[src/rtl/sync_fifo_mc_pkg.sv]
// Shared definitions for the multi-channel synchronous FIFO.
//   addr_w / cnt_w : pointer and occupancy widths derived from the depth
//   slice_lo       : low bit index of channel ch in a flat packed bus
//   ch_status_t    : per-channel status flags
package sync_fifo_mc_pkg;

  function automatic int addr_w(input int depth);
    return (depth > 1) ? $clog2(depth) : 1;
  endfunction

  function automatic int cnt_w(input int depth);
    return $clog2(depth + 1);
  endfunction

  function automatic int slice_lo(input int ch, input int w);
    return ch * w;
  endfunction

  typedef struct packed {
    logic full;
    logic empty;
    logic almostfull;
    logic almostempty;
  } ch_status_t;

endpackage

[src/rtl/sync_fifo_mc_ch.sv]
// One first-word-fall-through FIFO channel: storage, pointers, occupancy
// counter, flags and synchronous flush.
// Ports:
//   clk, rst_n          clock, async active-low reset
//   flush               synchronous clear, overrides same-cycle write/read
//   wr_vld/wr_data      write request and data; wr_rdy = not full
//   rd_rdy              read request; rd_vld = not empty, rd_data = head
//   af_lvl/ae_lvl       almost-full / almost-empty thresholds
//   status              {full, empty, almostfull, almostempty}
//   level               registered occupancy (SYNC_FIFO_MC_LEVEL_EN only)
module sync_fifo_mc_ch
  import sync_fifo_mc_pkg::*;
#(
  parameter int DEPTH = 16,
  parameter int DW    = 8,
  parameter int AW    = addr_w(DEPTH),
  parameter int CW    = cnt_w(DEPTH)
) (
  input  logic          clk,
  input  logic          rst_n,
  input  logic          flush,
  input  logic          wr_vld,
  input  logic [DW-1:0] wr_data,
  output logic          wr_rdy,
  input  logic          rd_rdy,
  output logic          rd_vld,
  output logic [DW-1:0] rd_data,
  input  logic [CW-1:0] af_lvl,
  input  logic [CW-1:0] ae_lvl,
  output ch_status_t    status
`ifdef SYNC_FIFO_MC_LEVEL_EN
  ,
  output logic [CW-1:0] level
`endif
);

  logic [DW-1:0] mem [DEPTH];
  logic [AW-1:0] wptr, rptr;
  logic [CW-1:0] cnt;
  logic          full, empty, wr_fire, rd_fire;

  // Flags come only from the registered count, never from the inputs.
  assign full    = (cnt == CW'(DEPTH));
  assign empty   = (cnt == '0);
  assign wr_fire = wr_vld & ~full;
  assign rd_fire = rd_rdy & ~empty;

  // DEPTH is a power of two, so pointers wrap by plain overflow.
  always_ff @(posedge clk or negedge rst_n) begin
    if (!rst_n) begin
      wptr <= '0;
      rptr <= '0;
      cnt  <= '0;
    end else if (flush) begin
      wptr <= '0;
      rptr <= '0;
      cnt  <= '0;
    end else begin
      if (wr_fire) wptr <= wptr + 1'b1;
      if (rd_fire) rptr <= rptr + 1'b1;
      case ({wr_fire, rd_fire})
        2'b10:   cnt <= cnt + 1'b1;
        2'b01:   cnt <= cnt - 1'b1;
        default: cnt <= cnt;
      endcase
    end
  end

  // Storage is not reset.
  always_ff @(posedge clk) begin
    if (wr_fire && !flush) mem[wptr] <= wr_data;
  end

  assign rd_data            = mem[rptr];
  assign wr_rdy             = ~full;
  assign rd_vld             = ~empty;
  assign status.full        = full;
  assign status.empty       = empty;
  assign status.almostfull  = (cnt >= af_lvl);
  assign status.almostempty = (cnt <= ae_lvl);

`ifdef SYNC_FIFO_MC_LEVEL_EN
  assign level = cnt;
`endif

endmodule

[src/rtl/sync_fifo_mc.sv]
// Multi-channel synchronous FIFO: NUM_CH independent FWFT channels sharing
// one clock and the almost-full/almost-empty thresholds. The top only packs
// and unpacks flat buses around an array of sync_fifo_mc_ch instances.
// Optional feature macro: SYNC_FIFO_MC_LEVEL_EN adds the o_level port.
// Ports (channel c occupies [c*W +: W] of every flat bus):
//   i_clk, i_rst_n                        clock, async active-low reset
//   i_flush                               per-channel synchronous clear
//   i_valid_s, i_datain, o_ready_s        write handshake
//   i_ready_m, o_valid_m, o_dataout       read handshake, head data
//   i_almostfull_lvl, i_almostempty_lvl   shared thresholds
//   o_full, o_empty, o_almostfull, o_almostempty  per-channel flags
//   o_level                               per-channel occupancy (macro only)
module sync_fifo_mc
  import sync_fifo_mc_pkg::*;
#(
  parameter int NUM_CH     = 4,
  parameter int FIFO_DEPTH = 16,
  parameter int DATA_WIDTH = 8,
  parameter int ADDR_WIDTH = addr_w(FIFO_DEPTH),
  parameter int CNT_WIDTH  = cnt_w(FIFO_DEPTH)
) (
  input  logic                         i_clk,
  input  logic                         i_rst_n,
  input  logic [NUM_CH-1:0]            i_flush,
  input  logic [NUM_CH-1:0]            i_valid_s,
  input  logic [NUM_CH*DATA_WIDTH-1:0] i_datain,
  output logic [NUM_CH-1:0]            o_ready_s,
  input  logic [NUM_CH-1:0]            i_ready_m,
  output logic [NUM_CH-1:0]            o_valid_m,
  output logic [NUM_CH*DATA_WIDTH-1:0] o_dataout,
  input  logic [CNT_WIDTH-1:0]         i_almostfull_lvl,
  input  logic [CNT_WIDTH-1:0]         i_almostempty_lvl,
  output logic [NUM_CH-1:0]            o_full,
  output logic [NUM_CH-1:0]            o_empty,
  output logic [NUM_CH-1:0]            o_almostfull,
  output logic [NUM_CH-1:0]            o_almostempty
`ifdef SYNC_FIFO_MC_LEVEL_EN
  ,
  output logic [NUM_CH*CNT_WIDTH-1:0]  o_level
`endif
);

  ch_status_t st [NUM_CH];

  for (genvar c = 0; c < NUM_CH; c++) begin : g_ch
    sync_fifo_mc_ch #(
      .DEPTH (FIFO_DEPTH),
      .DW    (DATA_WIDTH),
      .AW    (ADDR_WIDTH),
      .CW    (CNT_WIDTH)
    ) u_ch (
      .clk     (i_clk),
      .rst_n   (i_rst_n),
      .flush   (i_flush[c]),
      .wr_vld  (i_valid_s[c]),
      .wr_data (i_datain[slice_lo(c, DATA_WIDTH) +: DATA_WIDTH]),
      .wr_rdy  (o_ready_s[c]),
      .rd_rdy  (i_ready_m[c]),
      .rd_vld  (o_valid_m[c]),
      .rd_data (o_dataout[slice_lo(c, DATA_WIDTH) +: DATA_WIDTH]),
      .af_lvl  (i_almostfull_lvl),
      .ae_lvl  (i_almostempty_lvl),
      .status  (st[c])
`ifdef SYNC_FIFO_MC_LEVEL_EN
      ,
      .level   (o_level[slice_lo(c, CNT_WIDTH) +: CNT_WIDTH])
`endif
    );

    assign o_full[c]        = st[c].full;
    assign o_empty[c]       = st[c].empty;
    assign o_almostfull[c]  = st[c].almostfull;
    assign o_almostempty[c] = st[c].almostempty;
  end

endmodule

[config.mk]
export PLATFORM = sky130hd
export DESIGN_NAME = sync_fifo_mc
export DESIGN_NICKNAME = d
export VERILOG_FILES = /design/src/rtl/sync_fifo_mc_pkg.sv /design/src/rtl/sync_fifo_mc_ch.sv /design/src/rtl/sync_fifo_mc.sv
export SDC_FILE = /design/constraint.sdc
export NUM_CORES = 1
export LEC_CHECK = 0
export CAP_MARGIN = 25
export CORE_MARGIN = 2
export CORE_UTILIZATION = 55
export CTS_CLUSTER_DIAMETER = 120
export DETAILED_ROUTE_END_ITERATION = 10
export PLACE_DENSITY = 0.83
export SYNTH_ARGS = -nofsm -noshare
export SYNTH_HDL_FRONTEND = slang
export SYNTH_HIERARCHICAL = 1
export SYNTH_SLANG_ARGS = --single-unit
export TNS_END_PERCENT = 30
[constraint.sdc]
create_clock -name i_clk -period 2.8 [get_ports i_clk]
set_clock_uncertainty 0.2 [all_clocks]
set_input_delay 0.56 -clock i_clk [delete_from_list [all_inputs] [get_ports i_clk]]
set_output_delay 0.56 -clock i_clk [all_outputs]
set_load 0.005 [all_outputs]
==> results of run 1 <==
## power by group through the flow
stage          Combinational, uW  Clock [uW]  Sequential [uW]
6_report                    7950        7610             9710
5_1_grt                     8560        8060             9730
4_1_cts                     8010        7720             9690
3_5_place_dp                7060           0             9870
3_3_place_gp                6820           0             9850
2_1_floorplan               4470           0             9880
## worst max-delay path, delay by kind of cell (launching register included)
kind | cells | cell delay (ps)
muxes | 2 | 980
buffers and inverters | 4 | 500
DFF | 1 | 470
## registers in the layout (all words and copies together) (netlist names)
register and count:
g_ch.u_ch/mem 512, g_ch.u_ch/cnt 20, g_ch.u_ch/rptr 16, g_ch.u_ch/wptr 16
## per-stage QoR
stage	power (uW)	utilization	instances	hold WS, ps	setup TNS [ps]
2_1_floorplan	14300	-	1290	64.4	-95.8
3_3_place_gp	16700	0.625	2119	384	-8100
3_5_place_dp	16900	0.625	2119	401	-9270
4_1_cts	25400	0.675	2266	415	-17610
5_1_grt	26300	0.674	2266	454	-19630
6_report	25300	0.674	2267	405	-15720
## placed cells by master (no fill, tap or decap), types with 6 or more instances in the layout
| cell | Yosys | routed |
|---|---|---|
| nor2b_1 | 8 | 8 |
| buf_6 | 12 | 35 |
| clkinv_1 | 0 | 12 |
| xnor2_1 | 20 | 20 |
| nor2_1 | 134 | 132 |
| ha_4 | 0 | 10 |
| mux4_2 | 84 | 149 |
| nand3_1 | 6 | 6 |
| nand2_1 | 50 | 44 |
| nand4_1 | 8 | 8 |
| clkbuf_16 | 0 | 59 |
| o211ai_1 | 6 | 6 |
| mux2i_1 | 12 | 12 |
| inv_2 | 0 | 7 |
| ha_1 | 72 | 62 |
| clkinvlp_4 | 0 | 7 |
| inv_1 | 60 | 51 |
| mux4_1 | 76 | 11 |
| a21oi_2 | 4 | 10 |
| a21o_1 | 8 | 8 |
| dlygate4sd2_1 | 0 | 6 |
| a21oi_1 | 20 | 14 |
| bufinv_16 | 0 | 7 |
| nand3b_1 | 8 | 8 |
| edfxtp_1 | 512 | 512 |
| buf_12 | 0 | 17 |
| dfrtp_1 | 52 | 40 |
| clkbuf_2 | 0 | 9 |
| nand2b_1 | 12 | 9 |
| clkbuf_1 | 16 | 7 |
| buf_4 | 16 | 171 |
| o21a_1 | 12 | 8 |
| clkinv_2 | 0 | 9 |
| buf_2 | 0 | 33 |
| xor2_1 | 16 | 16 |
| clkdlybuf4s50_1 | 0 | 55 |
| dfrtp_2 | 0 | 12 |
## area by class of cell
cell class                      count  area [um^2]
Antenna cell                        1         2.50
Clock buffer                       65         1480
Clock inverter                     40          408
Fill cell                        2794        14400
Inverter                           60          231
Multi-Input combinational cell    610         7110
Sequential cell                   564        16700
Tap cell                          592          741
Timing Repair Buffer              335         2990
## layer usage
metal / routed length (um) / part of all wire / vias to the layer above / track usage
li1: - / - / 5755 / -
met4: 1320 / 0.024 / 0 / 0.0664
met3: 3920 / 0.072 / 97 / 0.0430
met2: 27400 / 0.50 / 597 / 0.402
met5: 0 / 0 / - / 0
met1: 21900 / 0.40 / 6759 / 0.325
## kinds of logic (layout without fill, tap and decap cells)
group	count (synthesis)	after routing
xor+xnor	36	36
flops	564	564
other cells	0	1
fa+ha+maj	76	76
compound gates	70	70
mux	172	172
buf+inv	116	500
simple gates	256	256
## path summary, 6_finish.rpt
check	startpoint	to	slack, ps
setup / recovery	g_ch[0].u_ch/rptr[0]$_DFFE_PN0P_	o_dataout[3]	-490
hold / removal	g_ch[0].u_ch/wptr[3]$_DFFE_PN0P_	g_ch[0].u_ch/wptr[3]$_DFFE_PN0P_	400
setup reg to reg	g_ch[3].u_ch/cnt[0]$_DFFE_PN0P_	g_ch[3].u_ch/cnt[4]$_DFFE_PN0P_	-100
hold reg to reg	g_ch[0].u_ch/wptr[3]$_DFFE_PN0P_	g_ch[0].u_ch/wptr[3]$_DFFE_PN0P_	400
max in group asynchronous	i_rst_n	g_ch[0].u_ch/rptr[0]$_DFFE_PN0P_	1410
min in group asynchronous	i_rst_n	g_ch[3].u_ch/wptr[1]$_DFFE_PN0P_	460
## repair_timing
item,in CTS,in global routing
pin swaps,14,4
setup endpoints to repair,60,60
gates resized for setup,300,41
hold buffers,1,0
gates cloned,6,1
buffers inserted,36,8
endpoints found under the hold margin,52,0
==> reports/results.tsv, run 1 <==
stage	metric	value	unit
worst_hold_path	Hold WC Path Type	flop to flop	
pwr	Clk pwr share	0.301	
floorplanning	I/O Pins	112	
yosys	Synth Warn #	6	
yosys	Synth Area per Inst	19.0	um^2
run	Max Cap Viol	0	
global_routing	global route overflow	0	
route	DR pass1 iterations	5	
route	vias post-DR	13200	
pwr	sequential power share	0.384	
critical_path	CP cell instances	buf_12, buf_8, buf_12, mux4_2, mux4_2, buf_6	
sta	Final WS setup	-490	ps
critical_path	FF-to-FF path depth	10	
critical_path	worst-path fanout max	6	
critical_path	CP required	2040	ps
pwr	peak supply drop	0.688	mV
floorplanning	Site Rows	77	
yosys	EDFF count, synth	512	
yosys	Area contributors post-synth	edfxtp_1 (63%), mux4_1 (8.2%), mux4_2 (7.7%)	
critical_path	kind of critical path	flop to output port	
final_layout	Synth-to-Final Area Change	21.2	%
critical_path	Critical Path Sink Type	output port	
yosys	Synth Area in Compound Gates	0.0224	
floorplanning	full die area	46200	um^2
sta	Max Fclk	304	MHz
floorplanning	Starting Density	0.556	
route	Iteration-0 DRC Markers	1366	
placed_design	dpl hpwl	33600	um
yosys	adder and majority gate portion of the synthesized area	0.0401	
worst_hold_path	worst hold stages	2	
yosys	synthesized net count	1422	
clock_tree	clk slew on worst S/H paths	60	ps
sta	Slew HR	0.518	
placed_design	Place WS	-732	ps
sta	final count of negative-setup-slack endpoints	47	
critical_path	Arr. time, crit path	2530	ps
sta	Slew @ Worst Pin	722	ps
global_routing	initial antenna violation count	0	
yosys	mux cell area share after synthesis	0.164	
outcome	failing checks	setup timing	
floorplanning	core area	44000	um^2
floorplanning	Die W	215	um
critical_path	Critical Path Source Type	flop	
yosys	Synth cell types	40	
outcome	outcome	finished with violations	
placed_design	routability cong.	0.865	
yosys	Seq/Total Area, Yosys	0.681	
yosys	Synth Area in XOR/XNOR	0.0129	
global_routing	largest net degree at the start of global routing	53	
pwr	switching portion of total power	0.274	
pwr	P_sw	6940	uW
global_routing	global-route wire length before repair	82900	um
critical_path	Worst path max stage delay	490	ps
final_layout	design area	29700	um^2
yosys	count leader, synth	edfxtp_1	
sta	RSZ-0062 raised after global routing	true	
global_routing	vias in the first global route	13800	
yosys	Commonest cells post-synth	edfxtp_1 (512), nor2_1 (134), mux4_2 (84), mux4_1 (76), ha_1 (72)	
pwr	Gate power share	0.315	
sta	Final Critical Period	3290	ps
yosys	mapped cell area	24500	um^2
clock_tree	worst-case clock buffer depth	3	
placed_design	Placed Area	27500	um^2
route	Via density	5.83	
yosys	main combinational cell family by area after synthesis	multiplexers	
route	ANT nets after route	0	
sta	fin crit share	1.18	
pwr	P_int	18300	uW
pwr	PD cells	852	nW/um^2
placed_design	Port Buf Inserts	111	
floorplanning	overall die height	215	um
clock_tree	Sink Count	564	
clock_tree	number of CTS-inserted buffers	56	
critical_path	critical-path cell with the highest stage delay	mux4_2	
yosys	post-synth top area cell	edfxtp_1	
yosys	simple-gate share of the synthesized area	0.0512	
sta	Fin. Hold Viols	0	
yosys	Most used DFF post-synth	edfxtp_1	
global_routing	Overall Global Routing Usage	0.239	
yosys	top cell type's share of synthesized area	0.628	
yosys	asr flop ratio synth	0.0922	
route	DRC	0	
clock_tree	Clock Latency Late Sink	600	ps
pwr	Leak	0.0105	uW
route	Routed WL	54500	um
clock_tree	CTS tree	built	
yosys	FF+latch count, synth	564	
route	DR WL/cell	24.0	um
sta	max-slew violations	0	
clock_tree	clk root buf	clkbuf_16	
final_layout	Final #Nets	1759	
yosys	post-synthesis cell count	1290	
final_layout	share of cells above drive strength 1	0.351	
clock_tree	H-tree depth	2	
No activity file was read; power rests on OpenSTA's default activity.
==> run 2, diff against run 1 <==
--- a/config.mk
+++ b/config.mk
@@ -5,12 +5,12 @@
 export SDC_FILE = /design/constraint.sdc
 export NUM_CORES = 1
 export LEC_CHECK = 0
-export CAP_MARGIN = 25
+export ABC_AREA = 0
 export CORE_MARGIN = 2
-export CORE_UTILIZATION = 55
+export CORE_UTILIZATION = 60
 export CTS_CLUSTER_DIAMETER = 120
 export DETAILED_ROUTE_END_ITERATION = 10
-export PLACE_DENSITY = 0.83
+export PLACE_DENSITY = 0.86
 export SYNTH_ARGS = -nofsm -noshare
 export SYNTH_HDL_FRONTEND = slang
 export SYNTH_HIERARCHICAL = 1
==> constraint.sdc (replaced) <==
create_clock -name i_clk -period 4 [get_ports i_clk]
set_clock_uncertainty 0.2 [all_clocks]
set_input_delay 0.8 -clock i_clk [delete_from_list [all_inputs] [get_ports i_clk]]
set_output_delay 0.8 -clock i_clk [all_outputs]
set_load 0.005 [all_outputs]
==> run 2 against run 1 <==
Compared with the run above: the run now ends clean; worst setup slack better by 560 ps; largest power group unchanged; via count down 5.0%; critical endpoint is now o_dataout[13]; first-iteration DRC count decreased by 7.3%; design area fell by 4.8%; sequential share of layout area rose by 2.8 points; die area fell by 8.2%; clock-buffer cell count is 1 higher; global-route usage increased by 0.88 points; highest routed layer unchanged; critical path depth fell by 2.
==> reports/results.tsv, run 2 (synthesis gave the netlist of run 1 again) <==
stage	metric	value	unit	change
critical_path	Critical Path Sink Type	output port		
route	Iteration-0 DRC Markers	1266		-7.3%
critical_path	CP cell instances	buf_12, mux4_1, mux4_2, clkdlybuf4s50_1		
clock_tree	worst-case clock buffer depth	3		unchanged
worst_hold_path	Hold WC Path Type	flop to flop		
route	DR WL/cell	25.1	um	+4.4%
critical_path	CP required	3000	ps	+960 ps
run	Max Cap Viol	0		unchanged
floorplanning	full die area	42400	um^2	-8.2%
worst_hold_path	hold_sp	g_ch[0].u_ch/wptr[3]$_DFFE_PN0P_		
sta	Slew HR	0.403		-0.115
global_routing	Overall Global Routing Usage	0.248		+0.00883
global_routing	global-route wire length before repair	77300	um	-6.7%
critical_path	kind of critical path	flop to output port		
critical_path	reg2reg end	g_ch[1].u_ch/cnt[4]$_DFFE_PN0P_		
route	ANT nets after route	0		unchanged
critical_path	FF-to-FF path depth	10		unchanged
outcome	outcome	finished, final reports clean		
final_layout	Largest regs	g_ch.u_ch/mem x512, g_ch.u_ch/cnt x20		
global_routing	largest net degree at the start of global routing	36		-32%
sta	Final WS setup	71.9	ps	+562 ps
final_layout	most frequent cells in the layout	edfxtp_1 (512), nor2_1 (134), clkdlybuf4s50_1 (107), mux4_2 (85), mux4_1 (75)		
critical_path	Arr. time, crit path	2930	ps	+400 ps
placed_design	Port Buf Inserts	111		unchanged
route	DRC	0		unchanged
pwr	peak supply drop	0.490	mV	-29%
sta	setup TNS	0	ps	+15720 ps
floorplanning	core area	40000	um^2	-9.1%
critical_path	Worst path max stage delay	630	ps	+140 ps
global_routing	vias in the first global route	13000		-6.1%
worst_hold_path	worst hold endpoint	g_ch[0].u_ch/wptr[3]$_DFFE_PN0P_		
pwr	post-layout power	16700	uW	-34%
final_layout	Largest register FFs	512		unchanged
sta	Final Critical Period	3930	ps	
clock_tree	clk slew on worst S/H paths	70	ps	about the same
worst_hold_path	worst hold stages	2		unchanged
sta	max-slew violations	0		unchanged
route	DR pass1 iterations	5		unchanged
route	Via density	6.17		+5.9%
route	Routed WL	51000	um	-6.4%
pwr	PD cells	590	nW/um^2	-31%
route	vias post-DR	12500		-5.0%
floorplanning	I/O Pins	112		unchanged
clock_tree	H-tree depth	2		unchanged
global_routing	global route overflow	0		unchanged
floorplanning	Starting Density	0.612		+0.0559
floorplanning	Site Rows	73		-5.2%
critical_path	r2r startpoint	g_ch[1].u_ch/cnt[1]$_DFFE_PN0P_		
clock_tree	Sink Count	564		unchanged
final_layout	Antenna Cells	0		-1
floorplanning	Die W	206	um	-4.2%
placed_design	dpl hpwl	31500	um	-6.2%
critical_path	critical-path cell with the highest stage delay	mux4_1		
global_routing	initial antenna violation count	0		unchanged
sta	final count of negative-setup-slack endpoints	0		-100%
final_layout	share of cells above drive strength 1	0.173		-0.178
sta	Fin. Hold Viols	0		unchanged
sta	Slew @ Worst Pin	891	ps	+169 ps
clock_tree	Clock Latency Late Sink	600	ps	about the same
sta	Max Fclk	255	MHz	
final_layout	commonest non-fill, non-tap cell in the layout	edfxtp_1		
floorplanning	overall die height	206	um	-4.2%
clock_tree	clk root buf	clkbuf_16		
placed_design	Place WS	23.1	ps	+755 ps
clock_tree	CTS tree	built		
critical_path	flop2flop setup slack	660	ps	+760 ps
critical_path	worst-path fanout max	17		+11
critical_path	CP delay by family, top	multiplexers		
pwr	Leak	0.00979	uW	-6.6%
critical_path	WP buf/inv	2		-2
clock_tree	number of CTS-inserted buffers	54		-3.6%
sta	RSZ-0062 raised after global routing	false		
final_layout	Synth-to-Final Area Change	15.4	%	
critical_path	Critical Path Source Type	flop		
final_layout	Final #Nets	1595		-9.3%
final_layout	FILL cells	2324		-17%
final_layout	register bank with the most flops	g_ch.u_ch/mem		
placed_design	routability cong.	0.843		-2.5%
sta	fin crit share	0.982		
==> run 2: changes by cell type in the layout (fill, tap and decap cells not counted), sizes merged <==
cell / change
clkinvlp: -6
clkdlybuf4s15: -1
dlygate4sd2: -6
bufinv: +5
clkbuf: -9
clkinv: -4
dlymetal6s2s: +3
diode: -1
clkdlybuf4s50: +52
buf: -200
==> run 2: layout make-up <==
| class | count | area (um^2) | share of cell area |
|---|---|---|---|
| timing repair buffer | 173 | 1630 | 0.0578 |
| tap | 525 | 657 | 0.0233 |
| multi-input combinational | 610 | 7100 | 0.251 |
| clock buffer | 66 | 1440 | 0.0509 |
| inverter | 60 | 225 | 0.00797 |
| clock inverter | 35 | 508 | 0.0180 |
| sequential | 564 | 16700 | 0.591 |
==> run 2: metal layers <==
metal | track usage | share of wire | up-vias
li1 | - | - | 5490
met1 | 0.337 | 0.40 | 6423
met2 | 0.414 | 0.51 | 535
met3 | 0.0449 | 0.070 | 97
met4 | 0.0758 | 0.026 | 0
met5 | 0 | 0 | -
==> run 2: worst register-to-register path, cell delays in order (launching register included) <==
cell	delay, ps
dfrtp_1	510
or4_1	650
o21a_1	310
nand2_1	140
inv_1	90
ha_1	330
nand2b_1	90
a21oi_1	140
or4b_1	490
a21o_1	180
a31oi_1	150
==> run 2: per-stage QoR <==
| stage | area [um^2] | instances | utilization | hold slack (ps) |
|---|---|---|---|---|
| floorplan | 24500 | 1290 | - | 304 |
| global placement | 26300 | 1928 | 0.656 | 388 |
| detailed placement | 26300 | 1928 | 0.656 | 410 |
| CTS | 28200 | 2033 | 0.706 | 444 |
| global route | 28200 | 2033 | 0.706 | 470 |
| finish | 28200 | 2033 | 0.706 | 445 |
==> run 2: report_power, final <==
part | switching (uW) | total [uW] | internal, uW
Clock | 2160 | 5510 | 3340
Combinational | 1980 | 4260 | 2280
Sequential | 279 | 6900 | 6620
==> run 2: timing repair <==
action,CTS,global route
endpoints found under the setup margin,8,4
endpoints found under the hold margin,21,0
resized for setup,1,4
buffers inserted,3,0
hold buffers,1,0
==> run 2: worst max-delay path by stage <==
stage	to	depth (start not counted)	slack, ps	from
final	o_dataout[13]	4	70	g_ch[1].u_ch/rptr[0]$_DFFE_PN0P_
after global routing	o_almostempty[2]	10	20	i_almostempty_lvl[1]
after CTS	o_almostempty[3]	10	20	i_almostempty_lvl[1]
after detailed placement	o_almostempty[3]	10	20	i_almostempty_lvl[1]
after global placement	o_almostempty[0]	9	100	i_almostempty_lvl[1]
after floorplan	g_ch[0].u_ch/cnt[4]$_DFFE_PN0P_	10	1030	g_ch[0].u_ch/cnt[1]$_DFFE_PN0P_
